`src/rtl/reflex_pkg.sv`:
```
// Shared types and constants for the reflex game judge.
package reflex_pkg;

  typedef enum logic [2:0] {
    StIdle,
    StArmed,
    StWindow,
    StJudged,
    StOver
  } state_e;

  localparam int unsigned MS_W    = 12;
  localparam int unsigned ROUND_W = 5;
  localparam int unsigned BTN_W   = 4;

  // x^16+x^14+x^13+x^11+1 in right-shifting Fibonacci form: feedback from bits 0,2,3,5.
  localparam logic [15:0] LFSR_TAPS = 16'h002D;

  function automatic logic [15:0] lfsr_next(input logic [15:0] cur);
    return {^(cur & LFSR_TAPS), cur[15:1]};
  endfunction

  function automatic logic [BTN_W-1:0] onehot2(input logic [1:0] sel);
    return BTN_W'(1) << sel;
  endfunction

endpackage

```
`src/rtl/reflex_judge_if.sv`:
```
// Bundle of game-side signals between the judge and its surroundings.
interface reflex_judge_if;
  import reflex_pkg::*;

  logic             switch;
  logic             clk_5s;
  logic [BTN_W-1:0] btn;
  logic [BTN_W-1:0] prompt;
  logic [7:0]       score;
  logic [2:0]       wrong_time;
  logic             hit;
  logic             miss;
  logic [MS_W-1:0]  last_ms;
  logic [MS_W-1:0]  best_ms;
  logic             game_over;

  modport master (
    output switch, clk_5s, btn,
    input  prompt, score, wrong_time, hit, miss, last_ms, best_ms, game_over
  );

  modport slave (
    input  switch, clk_5s, btn,
    output prompt, score, wrong_time, hit, miss, last_ms, best_ms, game_over
  );

endinterface

```
`src/rtl/reflex_btn_sync.sv`:
```
// Two-flop synchronizer plus rising-edge detect for the asynchronous player buttons.
module reflex_btn_sync
  import reflex_pkg::*;
(
  input  logic             clk,
  input  logic             rst_n,
  input  logic [BTN_W-1:0] i_btn,
  output logic [BTN_W-1:0] o_rise
);

  logic [BTN_W-1:0] r_sync1;
  logic [BTN_W-1:0] r_sync2;
  logic [BTN_W-1:0] r_sync2_q;

  // Synchronizer chain and previous-value register for edge detection.
  always_ff @(posedge clk or negedge rst_n) begin
    if (!rst_n) begin
      r_sync1   <= '0;
      r_sync2   <= '0;
      r_sync2_q <= '0;
    end else begin
      r_sync1   <= i_btn;
      r_sync2   <= r_sync1;
      r_sync2_q <= r_sync2;
    end
  end

  assign o_rise = r_sync2 & ~r_sync2_q;

endmodule

```
`src/rtl/reflex_judge.sv`:
```
// Round judge: opens a prompt window on each round tick and scores the player's response.
module reflex_judge
  import reflex_pkg::*;
#(
  parameter int unsigned CLK_HZ    = 50_000_000,
  parameter int unsigned ROUNDS    = 30,
  parameter int unsigned MAX_WRONG = 3,
  parameter logic [15:0] LFSR_SEED = 16'hACE1
) (
  input logic          clk,
  input logic          rst_n,
  reflex_judge_if.slave bus
);

  localparam int unsigned PRESC   = (CLK_HZ / 1000 > 0) ? CLK_HZ / 1000 : 1;
  localparam int unsigned PRESC_W = (PRESC > 1) ? $clog2(PRESC) : 1;
  localparam logic [PRESC_W-1:0] PRESC_MAX   = PRESC_W'(PRESC - 1);
  localparam logic [ROUND_W-1:0] ROUNDS_C    = ROUND_W'(ROUNDS);
  localparam logic [2:0]         MAX_WRONG_C = 3'(MAX_WRONG);

  state_e           r_state, w_state_nxt;
  logic [15:0]      r_lfsr, w_lfsr_nxt;
  logic             r_clk5s_q;
  logic [ROUND_W-1:0] r_round, w_round_nxt;
  logic [PRESC_W-1:0] r_presc, w_presc_nxt;
  logic [MS_W-1:0]  r_ms, w_ms_nxt;
  logic [BTN_W-1:0] r_prompt, w_prompt_nxt;
  logic [7:0]       r_score, w_score_nxt;
  logic [2:0]       r_wrong, w_wrong_nxt;
  logic             r_hit, w_hit_nxt;
  logic             r_miss, w_miss_nxt;
  logic [MS_W-1:0]  r_last_ms, w_last_ms_nxt;
  logic [MS_W-1:0]  r_best_ms, w_best_ms_nxt;
  logic             r_game_over, w_game_over_nxt;

  logic [BTN_W-1:0] w_rise;
  logic             w_tick;
  logic             w_press;
  logic             w_start;
  logic             w_end;

  reflex_btn_sync u_btn_sync (
    .clk   (clk),
    .rst_n (rst_n),
    .i_btn (bus.btn),
    .o_rise(w_rise)
  );

  assign w_tick  = bus.clk_5s ^ r_clk5s_q;
  assign w_press = |w_rise;

  // Next-state, scoring and round bookkeeping; everything holds while switch is low.
  always_comb begin
    w_state_nxt     = r_state;
    w_lfsr_nxt      = r_lfsr;
    w_round_nxt     = r_round;
    w_presc_nxt     = r_presc;
    w_ms_nxt        = r_ms;
    w_prompt_nxt    = r_prompt;
    w_score_nxt     = r_score;
    w_wrong_nxt     = r_wrong;
    w_hit_nxt       = 1'b0;
    w_miss_nxt      = 1'b0;
    w_last_ms_nxt   = r_last_ms;
    w_best_ms_nxt   = r_best_ms;
    w_game_over_nxt = r_game_over;
    w_start         = 1'b0;
    w_end           = 1'b0;

    if (bus.switch) begin
      w_lfsr_nxt = lfsr_next(r_lfsr);

      case (r_state)
        StIdle:  w_state_nxt = StArmed;
        StArmed: w_start = w_tick;
        StWindow: begin
          if (r_presc == PRESC_MAX) begin
            w_presc_nxt = '0;
            if (r_ms != {MS_W{1'b1}}) w_ms_nxt = r_ms + MS_W'(1);
          end else begin
            w_presc_nxt = r_presc + PRESC_W'(1);
          end
          // A tick wins over a simultaneous press: the round is lost and the next one opens.
          if (w_tick) begin
            w_miss_nxt = 1'b1;
            if (r_round >= ROUNDS_C) w_end = 1'b1;
            else                     w_start = 1'b1;
          end else if (w_press) begin
            w_state_nxt  = StJudged;
            w_prompt_nxt = '0;
            if (w_rise == r_prompt) begin
              w_hit_nxt     = 1'b1;
              w_last_ms_nxt = r_ms;
              if (r_score != 8'hFF) w_score_nxt = r_score + 8'd1;
              if (r_ms < r_best_ms) w_best_ms_nxt = r_ms;
            end else begin
              w_miss_nxt = 1'b1;
            end
          end
        end
        StJudged: begin
          if (w_tick) begin
            if (r_round >= ROUNDS_C) w_end = 1'b1;
            else                     w_start = 1'b1;
          end
        end
        default: ;
      endcase

      if (w_miss_nxt) begin
        if (r_wrong != 3'd7) w_wrong_nxt = r_wrong + 3'd1;
        if (w_wrong_nxt >= MAX_WRONG_C) w_end = 1'b1;
      end

      if (w_end) begin
        w_state_nxt     = StOver;
        w_prompt_nxt    = '0;
        w_game_over_nxt = 1'b1;
      end else if (w_start) begin
        w_state_nxt  = StWindow;
        w_prompt_nxt = onehot2(r_lfsr[1:0]);
        w_round_nxt  = r_round + ROUND_W'(1);
        w_ms_nxt     = '0;
        w_presc_nxt  = '0;
      end
    end
  end

  // State registers; the tick reference follows clk_5s even while paused so stale edges vanish.
  always_ff @(posedge clk or negedge rst_n) begin
    if (!rst_n) begin
      r_state     <= StIdle;
      r_lfsr      <= LFSR_SEED;
      r_clk5s_q   <= 1'b0;
      r_round     <= '0;
      r_presc     <= '0;
      r_ms        <= '0;
      r_prompt    <= '0;
      r_score     <= '0;
      r_wrong     <= '0;
      r_hit       <= 1'b0;
      r_miss      <= 1'b0;
      r_last_ms   <= '0;
      r_best_ms   <= {MS_W{1'b1}};
      r_game_over <= 1'b0;
    end else begin
      r_state     <= w_state_nxt;
      r_lfsr      <= w_lfsr_nxt;
      r_clk5s_q   <= bus.clk_5s;
      r_round     <= w_round_nxt;
      r_presc     <= w_presc_nxt;
      r_ms        <= w_ms_nxt;
      r_prompt    <= w_prompt_nxt;
      r_score     <= w_score_nxt;
      r_wrong     <= w_wrong_nxt;
      r_hit       <= w_hit_nxt;
      r_miss      <= w_miss_nxt;
      r_last_ms   <= w_last_ms_nxt;
      r_best_ms   <= w_best_ms_nxt;
      r_game_over <= w_game_over_nxt;
    end
  end

  assign bus.prompt     = r_prompt;
  assign bus.score      = r_score;
  assign bus.wrong_time = r_wrong;
  assign bus.hit        = r_hit;
  assign bus.miss       = r_miss;
  assign bus.last_ms    = r_last_ms;
  assign bus.best_ms    = r_best_ms;
  assign bus.game_over  = r_game_over;

endmodule

```
`src/flat_wrapper.sv`:
```
// flat-port wrapper written by rule: the top's interface ports become plain ports
module reflex_judge_flat import reflex_pkg::*;
#(
  parameter int unsigned CLK_HZ    = 50_000_000,
  parameter int unsigned ROUNDS    = 30,
  parameter int unsigned MAX_WRONG = 3,
  parameter logic [15:0] LFSR_SEED = 16'hACE1
)
  (clk, rst_n, bus_switch, bus_clk_5s, bus_btn, bus_prompt, bus_score, bus_wrong_time, bus_hit, bus_miss, bus_last_ms, bus_best_ms, bus_game_over);
  reflex_judge_if bus_i ();
  input logic clk;
  input logic rst_n;
  input wire logic [$bits(bus_i.switch)-1:0] bus_switch;
  input wire logic [$bits(bus_i.clk_5s)-1:0] bus_clk_5s;
  input wire logic [$bits(bus_i.btn)-1:0] bus_btn;
  output wire logic [$bits(bus_i.prompt)-1:0] bus_prompt;
  output wire logic [$bits(bus_i.score)-1:0] bus_score;
  output wire logic [$bits(bus_i.wrong_time)-1:0] bus_wrong_time;
  output wire logic [$bits(bus_i.hit)-1:0] bus_hit;
  output wire logic [$bits(bus_i.miss)-1:0] bus_miss;
  output wire logic [$bits(bus_i.last_ms)-1:0] bus_last_ms;
  output wire logic [$bits(bus_i.best_ms)-1:0] bus_best_ms;
  output wire logic [$bits(bus_i.game_over)-1:0] bus_game_over;
  assign bus_i.switch = bus_switch;
  assign bus_i.clk_5s = bus_clk_5s;
  assign bus_i.btn = bus_btn;
  assign bus_prompt = bus_i.prompt;
  assign bus_score = bus_i.score;
  assign bus_wrong_time = bus_i.wrong_time;
  assign bus_hit = bus_i.hit;
  assign bus_miss = bus_i.miss;
  assign bus_last_ms = bus_i.last_ms;
  assign bus_best_ms = bus_i.best_ms;
  assign bus_game_over = bus_i.game_over;
  reflex_judge #(.CLK_HZ(CLK_HZ), .ROUNDS(ROUNDS), .MAX_WRONG(MAX_WRONG), .LFSR_SEED(LFSR_SEED)) u_core (.clk(clk), .rst_n(rst_n), .bus(bus_i));
endmodule
```
`config.mk`:
```
export PLATFORM = sky130hd
export DESIGN_NAME = reflex_judge_flat
export DESIGN_NICKNAME = d
export VERILOG_FILES = /design/src/rtl/reflex_pkg.sv /design/src/rtl/reflex_judge_if.sv /design/src/rtl/reflex_btn_sync.sv /design/src/rtl/reflex_judge.sv /design/src/flat_wrapper.sv
export SDC_FILE = /design/constraint.sdc
export NUM_CORES = 1
export LEC_CHECK = 0
export CAP_MARGIN = 20
export CORE_MARGIN = 5
export CORE_UTILIZATION = 50
export CTS_CLUSTER_SIZE = 16
export DETAILED_ROUTE_END_ITERATION = 7
export PLACE_DENSITY = 0.71
export SLEW_MARGIN = 20
export SYNTH_ARGS = -nofsm -noshare
export SYNTH_HDL_FRONTEND = slang
export SYNTH_HIERARCHICAL = 1
export SYNTH_SLANG_ARGS = --single-unit
export TNS_END_PERCENT = 100
```
`constraint.sdc`:
```
create_clock -name clk -period 7 [get_ports clk]
set_clock_uncertainty 0.2 [all_clocks]
set_input_delay 0.7 -clock clk [delete_from_list [all_inputs] [get_ports clk]]
set_output_delay 0.7 -clock clk [all_outputs]
set_load 0.05 [all_outputs]
```
; After elaboration in Yosys (flattened, before gate mapping)
; Index checks and enable logic that the tools add are counted.
[classes]
n_addsub = 5
magnitude_cmp = 3
n_eq_ne = 11
shift = 1
muxes = 43
n_bitwise = 5
n_reduce_logical = 15
[op_table]
columns = operator, count
row1 = $mux 16, 4
row2 = $mux 12, 5
row3 = $mux 3, 7
row4 = $mux 1, 20
row5 = $mux 4, 5
row6 = $add 16x1->16 const B, 1
row7 = $eq 16x16->1 const B, 1
row8 = $reduce_xor 16->1, 1
row9 = $add 12x1->12 const B, 1
row10 = $lt 12x12->1, 1
row11 = $ne 12x12->1 const B, 1
row12 = $reduce_and 6->1, 2
row13 = $add 8x1->8 const B, 1
row14 = $ne 8x8->1 const B, 1
row15 = $reduce_and 4->1, 2
row16 = $eq 3x2->1 const B, 2
row17 = $ne 3x3->1 const B, 2
row18 = $pmux 3 s2, 1
row19 = $reduce_bool 3->1, 2
row20 = $add 5x1->5 const B, 1
row21 = $ge 5x5->1 const B, 1
row22 = $reduce_and 5->1, 1
row23 = $and 4x4->4, 1
row24 = $eq 4x4->1, 1
row25 = other kinds (16), 18
[word_totals]
ff_bits = 107
out_inout_bits = 42
wordCells = 100

; Longest topological paths before layout
; Gate-level depths: netlist of run 1.
[logic_depth]
word_depth = 16
mapped_depth = 9
mapped_depth_nobuf = 7

; Cells and area by module
; The synthesis of run 1 kept the hierarchy.
[by_module_without_submodules]
columns = module, instances, cells_per_inst, area_per_inst_um2
row1 = reflex_judge, 1, 466, 4863.4
row2 = reflex_btn_sync, 1, 16, 355.3

; Worst setup path after synthesis of run 1
; No wires, ideal clock.
[synth_timing]
path_type = register -> register
startpoint = reg u_core.r_best_ms[9] (netlist: u_core/bus.best_ms[9])
endpoint = reg u_core.r_best_ms[10] (netlist: u_core/bus.best_ms[10])
setup_ps = 82
t_arrival_ps = 2364
path_slack_ps = 4354
path_stages_with_launch = 9
cell_sequence = dfstp_2 -> inv_1 -> ha_1 -> a21o_1 -> a21o_1 -> a221oi_1 -> o211ai_4 -> buf_6 -> mux2_4
[synth_via]
elab_chain_len = 2
[synth_lines]
columns = item, line
row1 = start: declaration, reflex_judge.sv:33  ; logic [MS_W-1:0] r_best_ms, w_best_ms_nxt;
row2 = start signal: assignment, reflex_judge.sv:144  ; r_best_ms <= {MS_W{1'b1}};
row3 = start signal: assignment, reflex_judge.sv:159  ; r_best_ms <= w_best_ms_nxt;
row4 = $lt 12x12->1, reflex_judge.sv:95  ; if (r_ms < r_best_ms) w_best_ms_nxt = r_ms;
row5 = $reduce_and 6->1 (no source line), --
; No other way between the ends.
; A chain may end at the register's enable or synchronous reset.

; Final worst setup path of run 1
[layout_timing]
startpoint = in bus_clk_5s
endpoint = reg u_core.r_best_ms[3] (netlist: u_core/bus.best_ms[3])
[layout_via]
elab_chain_len = 3
[layout_lines]
columns = item, line
row1 = start: declaration, flat_wrapper.sv:14  ; input wire logic [$bits(bus_i.clk_5s)-1:0] bus_clk_5s;
row2 = $xor 1x1->1, reflex_judge.sv:49  ; assign w_tick = bus.clk_5s ^ r_clk5s_q;
row3 = $not 1->1 (no source line), --
row4 = $reduce_and 6->1 (no source line), --
; No other way between the ends.

==> results of run 1 <==
==> synth_stat cells, types with 9 or more instances <==
master / count
mux2_4: 9
nand4_1: 20
ha_1: 17
o21ai_0: 14
a31oi_1: 12
and3_1: 11
dfrtp_1: 87
dfstp_2: 20
nand2_1: 65
mux2_2: 17
mux2i_1: 9
nand3_1: 18
xnor2_1: 13
nor2_1: 20
inv_1: 24
clkbuf_1: 10
==> final timing paths <==
check | startpoint | end | slack [ns]
max in group asynchronous | rst_n | u_core/r_lfsr[12] | 5.26
min reg2reg | u_core/u_btn_sync/r_sync1[0] | u_core/u_btn_sync/r_sync2[0] | 0.16
min in group clk | u_core/u_btn_sync/r_sync1[0] | u_core/u_btn_sync/r_sync2[0] | 0.16
max reg2reg | u_core/u_btn_sync/r_sync2[0] | u_core/bus.best_ms[1] | 3.96
max | bus_clk_5s | u_core/bus.best_ms[3] | 3.87
min | rst_n | u_core/bus.last_ms[2] | 0.07
==> where the power goes <==
part | total (mW) | leakage (nW) | internal (mW) | switching (mW)
logic | 0.415 | 1.17 | 0.173 | 0.242
clock network | 0.343 | 0.0895 | 0.134 | 0.209
registers | 0.830 | 1.35 | 0.739 | 0.0912
==> sequential cells by signal (all words and copies together) (netlist names), named ones only <==
name                         flops
u_core/r_lfsr                   16
u_core/r_presc                  16
u_core/bus.best_ms              12
u_core/bus.last_ms              12
u_core/r_ms                     12
u_core/bus.score                 8
u_core/r_round                   5
u_core/bus.prompt                4
u_core/u_btn_sync/r_sync1        4
u_core/u_btn_sync/r_sync2        4
u_core/u_btn_sync/r_sync2_q      4
u_core/r_state                   3
u_core/bus.wrong_time            2
u_core/bus.game_over             1
u_core/bus.hit                   1
u_core/bus.miss                  1
u_core/r_clk5s_q                 1
==> metal layers <==
metal,GRT usage (%),part of all wire (%),up-vias
li1,-,-,1832
met1,24.2,47,1899
met2,27.1,47,88
met3,2.26,4.2,11
met4,6.25,1.2,0
met5,0,0,-
==> area by class of cell <==
class / count / share of cell area [%]
clock inverters: 6 / 0.794
flip-flops and latches: 107 / 45.2
inverters: 26 / 1.71
clock buffers: 10 / 2.13
well taps: 136 / 2.84
multi-input cells: 332 / 39.0
repair buffers: 51 / 8.40
==> cell families after synthesis <==
logic type	share of synthesized area [%]
simple gates	19.3
flops	51.8
xor+xnor	3.36
buf+inv	3.52
compound gates	9.93
fa+ha+maj	4.08
mux	7.98
==> metrics by stage <==
| stage | util [%] | setup WS [ns] |
|---|---|---|
| after global routing | 58.5 | 3.65 |
| after global placement | 56.8 | 3.58 |
| after detailed placement | 56.8 | 3.50 |
| final | 58.5 | 3.87 |
| after CTS | 58.5 | 3.90 |
| after floorplan | - | 4.35 |
==> flow_metrics.tcl, run 1 <==
set metrics [dict create \
    critical_path.max_stage_delay_ns 0.54 \
    routed_wl_mm 10.4 \
    die_h_um 112 \
    postRouteAntennaNets 0 \
    start_util_pct 51.0 \
    fill_cells 857 \
    status "completed" \
    critPathLaunchType "input port" \
    cts-resized-gates 0 \
    yosysTopAreaCellShare_pct 41.7 \
    cts_setup_buffers 0 \
    cp_max_fo 16 \
    insertion_delay_ns 0.36 \
    setup-tns-final_ns 0 \
    fin_nets 552 \
    dr_total_vias 3830 \
    powerDensity_nw_per_um2 265 \
    cp.arrival_ns 3.23 \
    synth_edf_count 0 \
    stdcell_count 668 \
    synth_flop_cell "dfrtp_1" \
    final_area_um2 5990 \
    seqCellArea_um2 2700 \
    critPathKind "input port to flop" \
    placed_cells 652 \
    final_cell_mix "dfrtp_1, nand2_1, clkdlybuf4s50_1" \
    grt_max_degree 77 \
    crit_chain "clkdlybuf4s50_1 > xnor2_1 > nand4_1 > or2_1 > clkinv_4 > o211ai_4 > mux2_4" \
    num_io_pins 50 \
    firstDrtPassIters 4 \
    cts_hold_buf 0 \
    synth_cell_types 59 \
    drv_slew 0 \
    num_antenna_cells 0 \
    fmax_mhz 319 \
    viasPerCell 5.73 \
    area_delta_synth_final_pct 14.7 \
    cp_top_family "simple AND/OR/NAND/NOR gates" \
    drt_iter0_markers 193 \
    hold_viol 0 \
    dieWidth_um 112 \
    h-tree-depth 3 \
    synth-warning-count 6 \
    synthTopCellsByArea "dfrtp_1, dfstp_2, nand2_1, ha_1, mux2_2" \
    final.period_utilization_pct 44.8 \
    async_flop_share_pct 100 \
    power_mw 1.59 \
    cts_buffers 9 \
    wl_per_cell_um 15.6 \
    seq_area_frac_synth_pct 51.8 \
    netlist_area_um2 5220 \
    cp_num_buf_inv 2 \
    power.static_leakage_nw 2.61 \
    path_clk_slew_ns 0.10 \
    layout_commonest_cell "dfrtp_1" \
    grt_remaining_overflow 0 \
    r2r.worst_path.cells 7 \
    dieArea_um2 12600 \
    ys_seq_elements 107 \
    grt_usage_pct 17.1 \
    finalCriticalPeriod_ns 3.13 \
    tritoncts "done" \
    antenna_found_initial 0 \
    syn_area_per_cell_um2 10.8 \
    endpoint_kind "flop" \
    ir_worst_vdd_uv 284 \
    worstMarginPinSlew_ns 0.922 \
    synth_top_area_cell "dfrtp_1" \
    dp_hpwl_mm 7.23 \
    grt_pass1_vias 3831 \
    cp_slowest_cell "xnor2_1" \
    finalSetupViolCount 0 \
    route.detailed.drc 0 \
    synth_nets 507 \
    clock_path_buffers 2 \
    slew_headroom_pct 38.5 \
    syn_inst 482 \
    holdWs_ns 0.0671 \
    gp_congestion 0.854 \
    worstHoldPathType "input port to asynchronous set/reset pin" \
    rsz0062_at_grt "false" \
    fp-row-count 37 \
    worstPathRequired_ns 7.10 \
    max-cap-violations 0 \
    core_area_um2 10200 \
    multi_input_area_um2 2330 \
    clock-sinks 107 \
    grt_pass1_wl_mm 18.0 \
    crit_cells 7 \
    place_area_um2 5810 \
    drive_gt1_share_pct 14.1 \
    cts_root_buffer "clkbuf_8" \
    io_buffers 49 \
]
No activity file was read; power rests on OpenSTA's default activity.
==> run 2: changes to the inputs <==
==> constraint.sdc (replaced) <==
create_clock -name clk -period 3.1 [get_ports clk]
set_clock_uncertainty 0.2 [all_clocks]
set_input_delay 0.31 -clock clk [delete_from_list [all_inputs] [get_ports clk]]
set_output_delay 0.31 -clock clk [all_outputs]
set_load 0.05 [all_outputs]
==> run 2 against run 1 <==
- final area is 1.6% higher
- largest cell class unchanged
- flip-flop and latch count stayed put
- first-iteration DRC count is 5.7% higher
- die area stayed put
- clock power is 130% higher
- hold slack better by 0.088 ns
- core utilization is 0.94 points higher
- critical path depth is 1 higher
- wire length is 3.0% higher
- final cell count is 1.6% higher
==> flow_metrics.tcl, run 2 (synthesis results as in run 1) <==
set metrics [dict create \
    status "completed" \
    grtUsageMet2_pct 29.1 \
    top_regs "u_core/r_lfsr: 16 flops, u_core/r_presc: 16 flops" \
    worstPathRequired_ns 3.16 \
    dp_hpwl_mm 7.63 \
    tritoncts "done" \
    antenna_found_initial 0 \
    die_h_um 112 \
    wl_per_cell_um 15.8 \
    dr_total_vias 3842 \
    cts_buffers 9 \
    r2r.worst_path.cells 8 \
    cts_setup_buffers 0 \
    grt_pass1_vias 3935 \
    slew_headroom_pct 57.4 \
    cp.arrival_ns 2.64 \
    power.static_leakage_nw 2.67 \
    route.detailed.drc 0 \
    critPathCapture "u_core/r_presc[7]" \
    powerDensity_nw_per_um2 598 \
    routed_wl_mm 10.7 \
    num_antenna_cells 0 \
    placed_cells 662 \
    core_area_um2 10200 \
    grt_util_met1_pct 23.0 \
    insertion_delay_ns 0.37 \
    clock-sinks 107 \
    setup-tns-final_ns 0 \
    gp_congestion 0.873 \
    critPathLaunchType "flop" \
    worstMarginPinSlew_ns 0.637 \
    io_buffers 49 \
    power_mw 3.63 \
    fin_nets 563 \
    critPathKind "flop to flop" \
    fill_cells 850 \
    fmax_mhz 387 \
    start_util_pct 51.0 \
    h-tree-depth 3 \
    worstHoldPathType "flop to flop" \
    area_delta_synth_final_pct 16.5 \
    use_met3_pct 3.56 \
    dieArea_um2 12600 \
    r2r_setup_slack_ns 0.52 \
    fp-row-count 37 \
    ir_worst_vdd_uv 544 \
    grt_usage_pct 17.5 \
    layout_commonest_cell "dfrtp_1" \
    grt_busiest_layer "met2" \
    whs_path_depth 0 \
    drv_slew 0 \
    cp_max_fo 14 \
    clock_path_buffers 2 \
    drive_gt1_share_pct 15.7 \
    final_area_um2 6080 \
    rsz0062_at_grt "false" \
    endpoint_kind "flop" \
    final.period_utilization_pct 83.4 \
    hold_viol 0 \
    finalSetupViolCount 0 \
    timing.rr.end "u_core/r_presc[7]" \
    final_cell_mix "dfrtp_1, nand2_1, clkdlybuf4s50_1" \
    num_io_pins 50 \
    stdcell_count 679 \
    dieWidth_um 112 \
    finalCriticalPeriod_ns 2.58 \
    place_area_um2 5900 \
    r2r-start "u_core/r_round[0]" \
    max-cap-violations 0 \
    viasPerCell 5.66 \
    postRouteAntennaNets 0 \
    firstDrtPassIters 4 \
    path_clk_slew_ns 0.10 \
    grt_remaining_overflow 0 \
    cts_root_buffer "clkbuf_8" \
    crit_start "u_core/r_round[0]" \
    drt_iter0_markers 204 \
    grt_pass1_wl_mm 18.4 \
    grt_max_degree 71 \
]
[run 2: layout make-up]
cell class / instances / area, µm² / share of cell area (%)
clock inverter: 6 / 46.3 / 0.761
multi-input combinational: 332 / 2330 / 38.3
sequential: 107 / 2700 / 44.4
tap: 136 / 170 / 2.80
clock buffer: 10 / 128 / 2.10
inverter: 26 / 103 / 1.69
timing repair buffer: 62 / 601 / 9.87
[run 2: timing repair]
| action | CTS | global route |
|---|---|---|
| hold buffers | 1 | 0 |
| gates resized for setup | 0 | 0 |
| hold endpoints to repair | 32 | 0 |
[run 2: worst min-delay path by stage]
| stage | endpoint | slack [ns] | from |
|---|---|---|---|
| floorplan | asynchronous set/reset pin | -0.19 | rst_n |
| global placement | u_core/bus.last_ms[3] | 0.12 | rst_n |
| detailed placement | u_core/r_ms[3] | 0.11 | rst_n |
| CTS | u_core/u_btn_sync/r_sync2[1] | 0.16 | u_core/u_btn_sync/r_sync1[1] |
| global route | u_core/u_btn_sync/r_sync1[0] | 0.15 | bus_btn[0] |
| finish | u_core/u_btn_sync/r_sync2[1] | 0.16 | u_core/u_btn_sync/r_sync1[1] |
[run 2: through the flow]
| stage | util (%) | worst slack (ns) | hold slack, ns |
|---|---|---|---|
| finish | 59.4 | 0.515 | 0.156 |
| CTS | 59.4 | 0.510 | 0.160 |
| floorplan | - | 0.454 | -0.186 |
| global placement | 57.6 | 0.507 | 0.117 |
| detailed placement | 57.6 | 0.414 | 0.113 |
| global route | 59.4 | 0.313 | 0.154 |
[run 2: per-layer routing]
metal	vias up	routed length, µm
li1	1845	-
met1	1892	4880
met2	92	5230
met3	13	489
met4	0	121
met5	-	0
[run 2: power breakdown]
group,switching (mW),total [mW],internal [mW]
logic,0.560,0.965,0.406
clock network,0.488,0.791,0.303
registers,0.209,1.88,1.67
[run 2: critical path, cell delays in order, from the launching register on]
cell       delay, ns
dfrtp_1         0.39
inv_1           0.08
ha_1            0.19
nor2_1          0.20
o22ai_1         0.13
or4_1           0.75
buf_4           0.28
a31oi_1         0.16
o2bb2ai_1       0.10
